$ cat src/rtl/freq_counter_bcd.sv
// Gated frequency counter: counts selected input edges over a loadable gate period,
// then converts the count to packed BCD with a bit-serial double-dabble.
module freq_counter_bcd #(
  parameter int DIGITS         = 4,
  parameter int PERIOD_BITS    = 24,
  parameter int DEFAULT_PERIOD = 12000
) (
  input  logic                   clk,
  input  logic                   reset,
  input  logic                   signal,
  input  logic [PERIOD_BITS-1:0] period,
  input  logic                   period_load,
  input  logic [1:0]             edge_mode,
  output logic [4*DIGITS-1:0]    bcd_out,
  output logic                   overflow,
  output logic                   valid,
  output logic                   busy
);
  localparam int CBITS = 4 * DIGITS;
  localparam int SBITS = $clog2(CBITS);

  function automatic logic [CBITS-1:0] pow10(input int n);
    logic [CBITS-1:0] r;
    r = CBITS'(1);
    for (int i = 0; i < n; i++) r = r * CBITS'(10);
    return r;
  endfunction

  localparam logic [CBITS-1:0]       FULL_SCALE = pow10(DIGITS);
  localparam logic [PERIOD_BITS-1:0] ONE        = PERIOD_BITS'(1);

  typedef enum logic [1:0] {COUNT = 2'd0, CONVERT = 2'd1, LATCH = 2'd2} state_t;

  state_t                 state_reg;
  logic                   q0, q1, q2;
  logic [1:0]             mode_reg;
  logic [PERIOD_BITS-1:0] clk_cnt_reg;
  logic [PERIOD_BITS-1:0] gate_period_reg;
  logic [PERIOD_BITS-1:0] pend_period_reg;
  logic                   pend_valid_reg;
  logic [CBITS-1:0]       edge_cnt_reg;
  logic                   ovf_reg;
  logic [CBITS-1:0]       bin_reg;
  logic [CBITS-1:0]       bcd_reg;
  logic [SBITS-1:0]       bit_cnt_reg;

  logic                   rise, fall, hit;
  logic [CBITS-1:0]       cnt_next;
  logic                   ovf_next;
  logic [CBITS-1:0]       bcd_adj;

  assign rise = q1 & ~q2;
  assign fall = ~q1 & q2;

  always_comb begin
    hit = rise;
    case (mode_reg)
      2'b01:   hit = fall;
      2'b10:   hit = rise | fall;
      default: hit = rise;
    endcase
  end

  // The count sticks at full scale; the last gate cycle's edge is folded in before conversion.
  always_comb begin
    cnt_next = edge_cnt_reg;
    if (hit && edge_cnt_reg != FULL_SCALE) cnt_next = edge_cnt_reg + 1'b1;
    ovf_next = ovf_reg | (cnt_next == FULL_SCALE);
  end

  genvar gi;
  for (gi = 0; gi < DIGITS; gi++) begin : g_adj
    assign bcd_adj[4*gi +: 4] = (bcd_reg[4*gi +: 4] >= 4'd5) ? bcd_reg[4*gi +: 4] + 4'd3
                                                             : bcd_reg[4*gi +: 4];
  end

  always_ff @(posedge clk) begin
    if (reset) begin
      state_reg       <= COUNT;
      q0              <= 1'b0;
      q1              <= 1'b0;
      q2              <= 1'b0;
      mode_reg        <= edge_mode;
      clk_cnt_reg     <= '0;
      gate_period_reg <= PERIOD_BITS'(DEFAULT_PERIOD);
      pend_period_reg <= '0;
      pend_valid_reg  <= 1'b0;
      edge_cnt_reg    <= '0;
      ovf_reg         <= 1'b0;
      bin_reg         <= '0;
      bcd_reg         <= '0;
      bit_cnt_reg     <= '0;
      bcd_out         <= '0;
      overflow        <= 1'b0;
      valid           <= 1'b0;
      busy            <= 1'b0;
    end else begin
      q0    <= signal;
      q1    <= q0;
      q2    <= q1;
      valid <= 1'b0;
      case (state_reg)
        COUNT: begin
          edge_cnt_reg <= cnt_next;
          ovf_reg      <= ovf_next;
          if (clk_cnt_reg == gate_period_reg - ONE) begin
            clk_cnt_reg <= '0;
            bin_reg     <= ovf_next ? FULL_SCALE - 1'b1 : cnt_next;
            bcd_reg     <= '0;
            bit_cnt_reg <= '0;
            busy        <= 1'b1;
            state_reg   <= CONVERT;
          end else begin
            clk_cnt_reg <= clk_cnt_reg + ONE;
          end
        end
        CONVERT: begin
          {bcd_reg, bin_reg} <= {bcd_adj, bin_reg} << 1;
          bit_cnt_reg        <= bit_cnt_reg + 1'b1;
          if (bit_cnt_reg == SBITS'(CBITS - 1)) state_reg <= LATCH;
        end
        LATCH: begin
          bcd_out      <= bcd_reg;
          overflow     <= ovf_reg;
          valid        <= 1'b1;
          busy         <= 1'b0;
          edge_cnt_reg <= '0;
          ovf_reg      <= 1'b0;
          mode_reg     <= edge_mode;
          if (pend_valid_reg) gate_period_reg <= pend_period_reg;
          pend_valid_reg <= 1'b0;
          state_reg      <= COUNT;
        end
        default: begin
          edge_cnt_reg <= '0;
          ovf_reg      <= 1'b0;
          clk_cnt_reg  <= '0;
          busy         <= 1'b0;
          state_reg    <= COUNT;
        end
      endcase
      // A load arriving on the LATCH cycle stays pending for the following gate.
      if (period_load) begin
        pend_period_reg <= (period == '0) ? ONE : period;
        pend_valid_reg  <= 1'b1;
      end
    end
  end
endmodule
$ cat config.mk
export PLATFORM = sky130hd
export DESIGN_NAME = freq_counter_bcd
export DESIGN_NICKNAME = d
export VERILOG_FILES = /design/src/rtl/freq_counter_bcd.sv
export SDC_FILE = /design/constraint.sdc
export NUM_CORES = 1
export LEC_CHECK = 0
export ABC_AREA = 1
export BUFFER_PORTS_ARGS = -buffer_cell sky130_fd_sc_hd__buf_2
export CAP_MARGIN = 10
export CORE_MARGIN = 4
export CORE_UTILIZATION = 35
export CTS_BUF_LIST = sky130_fd_sc_hd__clkbuf_4 sky130_fd_sc_hd__clkbuf_8
export CTS_CLUSTER_SIZE = 28
export DETAILED_ROUTE_END_ITERATION = 16
export PLACE_DENSITY = 0.63
export SYNTH_ARGS = -nofsm -noshare
export SYNTH_HDL_FRONTEND = slang
export SYNTH_SLANG_ARGS = --single-unit
$ cat constraint.sdc
create_clock -name clk -period 2.7 [get_ports clk]
set_input_delay 0.135 -clock clk [delete_from_list [all_inputs] [get_ports clk]]
set_output_delay 0.135 -clock clk [all_outputs]
set_load 0.02 [all_outputs]
==> out/qor.txt <==
power per cell area: 463 nW/um^2
Detail Route Antenna Nets: 0
worst clock skew: 0.0100 ns
multiplexer share of the synthesized area: 0
worst r2r src: q1
Arr. time, crit path: 2.80 ns
Ys Warns: 0
end of the worst hold path: bin_reg[4]
max-cap viol count: 0
relative slew slack: 0.276
FMAX: 409 MHz
Gate Count Post-Synth: 1309
total wire length: 21.5 mm
placed insts: 1644
Synth Area in Compound Gates: 0.105
status: complete, no violations
Async SR Flop Fraction: 0
synthesized flop and latch total: 152
Post-layout nets: 1417
H-tree depth: 4
gpl congestion: 0.859
Max clock buf depth: 2
Worst-path clk slew: 0.08 ns
Detail Placement HPWL: 15.3 mm
core area: 24200 um^2
CTS tree: built
port bufs: 48
final setup vio count: 0
Setup CP Type: reg2reg
sequential-to-total area share from yosys stat: 0.357
drt via density: 4.76
crit path launch type: flop
Final Max Tran Viols: 0
Tot Pwr: 4560 uW
P&R area growth vs syn: 14.7%
Worst Hold Class: in2reg
final worst path period share: 0.905
R2R depth: 16
HP Start: reset
reg-to-reg slack, setup: 0.26 ns
fin util: 0.406
Non-Filler Instances: 1704
first-pass iteration count of the detailed router: 5
hold path cells: 4
Critical Path End Type: flop
largest vdd supply drop: 305 uV
number of library cell types mapped by synthesis: 44
Vias: 8119
Critical Path RT: 3.05 ns
vias in the first global route: 7684
fill count: 2542
Hold Fails Final Rpt: 0
Multi-input gate area: 4740 um^2
Initial DRC Count: 560
drc violations: 0
Worst-Margin Slew: 1.08 ns
die height: 165 um
GRT Total Usage: 0.164
Die ar.: 27100 um^2
largest net degree at the start of global routing: 86
die width: 165 um
Clk Latency, worst-skew pair: 0.46 ns
Final min period: 2.44 ns
clock root cell: clkbuf_8
# rows: 57
largest family of logic cells by synthesized area: simple AND/OR/NAND/NOR gates
CTS Sinks: 152
post-synthesis xor/xnor area fraction: 0.0531
EDFF count, synth: 2
area occupied by registers: 3060 um^2
Pleak: 0.00425 uW
CP Max Fanout: 8
Post-Synth Adder-Cell Area: 0.0292
Post-Syn Nets: 1359
Synth Flop Type: dfxtp_1
initial antenna violation count: 0
simple-gate share of the synthesized area: 0.362
initial core utilization: 0.354
average cell area after synthesis: 6.55 um^2
drt wl/cell: 12.6 um
reg2reg end: bin_reg[7]
IO Count: 49
first-pass GRT wire length: 36.9 mm
global route total overflow: 0
cts bufs inserted: 17
share of layout cells above drive strength 1: 0.102
mapped cell area: 8580 um^2
==> worst max-delay path by stage <==
stage | endpoint | slack (ns) | from
after floorplan | bin_reg[12] | 0.50 | q1
after global placement | bin_reg[7] | 0.25 | q1
after detailed placement | bcd_reg[14] | 0.22 | gate_period_reg[0]
after CTS | bcd_reg[14] | 0.19 | gate_period_reg[0]
after global routing | bin_reg[14] | -0.005 | q1
final | bin_reg[7] | 0.26 | q1
==> area by class of cell <==
class	count	area share
Clock inverter	7	0.0144
Tap cell	324	0.0412
Inverter	138	0.0526
Sequential cell	152	0.311
Antenna cell	1	0.000254
Clock buffer	24	0.0317
Timing Repair Buffer	91	0.0666
Multi-Input combinational cell	967	0.482
==> layout by cell type, fill, tap and decap left out, drive strengths merged, types with 2 or more instances in the layout <==
cell and n:
nand2 312, nor2 250, dfxtp 150, inv 136, o21ai 98, nand3 97
a21oi 69, buf 64, xor2 40, dlygate4sd3 27, nand4 24, clkbuf 24
ha 20, nor3 16, xnor2 12, nand3b 9, and2 7, bufinv 4
clkinv 4, o211ai 3, nor4 3, edfxtp 2
==> synthesized netlist by cell type, drive strengths merged, types with 3 or more instances <==
library cell  instances  area [um^2]
inv                 136          510
a21oi                69          353
nor4                  3         18.8
nor2                250          987
o211ai                3         22.5
nand2               311         1220
nor3                 16         85.1
nand3b                9         67.6
xor2                 40          350
nand4                24          150
xnor2                12          105
and2                  7         45.1
buf                  19          144
o21ai                98          494
clkbuf               34          138
dfxtp               150         3000
nand3                97          510
ha                   20          250
==> worst max-delay path, stage by stage (launching register included) <==
cell and delay, ns:
dfxtp_1 0.34, inv_1 0.06, ha_1 0.29, o21ai_1 0.17, nand2_1 0.08, o21ai_2 0.14, nand2_2 0.20, nand2_1 0.10
nand2_1 0.10, nor2_1 0.15, nand2_1 0.07, nor2_1 0.13, nand2_2 0.15, nand2_4 0.14, nor2_1 0.05, nor2_1 0.12
nor2_1 0.05
==> metrics by stage <==
stage          hold slack, ns  setup WS [ns]  TNS [ns]  cell area (um^2)
6_report               0.0774          0.256         0              9840
5_1_grt                0.0902       -0.00513  -0.00513              9840
4_1_cts                0.0584          0.193         0              9810
3_5_place_dp            0.324          0.223         0              9090
3_3_place_gp            0.330          0.254         0              9090
2_1_floorplan           0.229          0.501         0              8580
==> report_power, final <==
| part | internal [uW] | switching (uW) | leakage [uW] |
|---|---|---|---|
| registers | 2280 | 28.8 | 0.00124 |
| clock network | 1130 | 844 | 0.000230 |
| logic | 108 | 159 | 0.00278 |
==> repair_timing <==
item                       in CTS  in global routing
resized for setup               0                  7
setup endpoints to repair       0                 51
hold buffers                   27                  0
buffers inserted                0                  0
hold endpoints to repair       27                  0
==> cell families after synthesis <==
| logic type | Yosys count |
|---|---|
| fa+ha+maj | 20 |
| buf+inv | 191 |
| flops | 152 |
| xor+xnor | 52 |
| compound gates | 174 |
| simple gates | 720 |
==> per-layer routing <==
layer	share of wire	global-route usage	wire, um	up-vias
met5	0	0	0	-
met4	0.023	0.0518	485	0
met3	0.043	0.0332	916	43
met2	0.45	0.263	9570	165
met1	0.49	0.222	10500	3641
li1	-	-	-	4270
No activity file was read; power rests on OpenSTA's default activity.
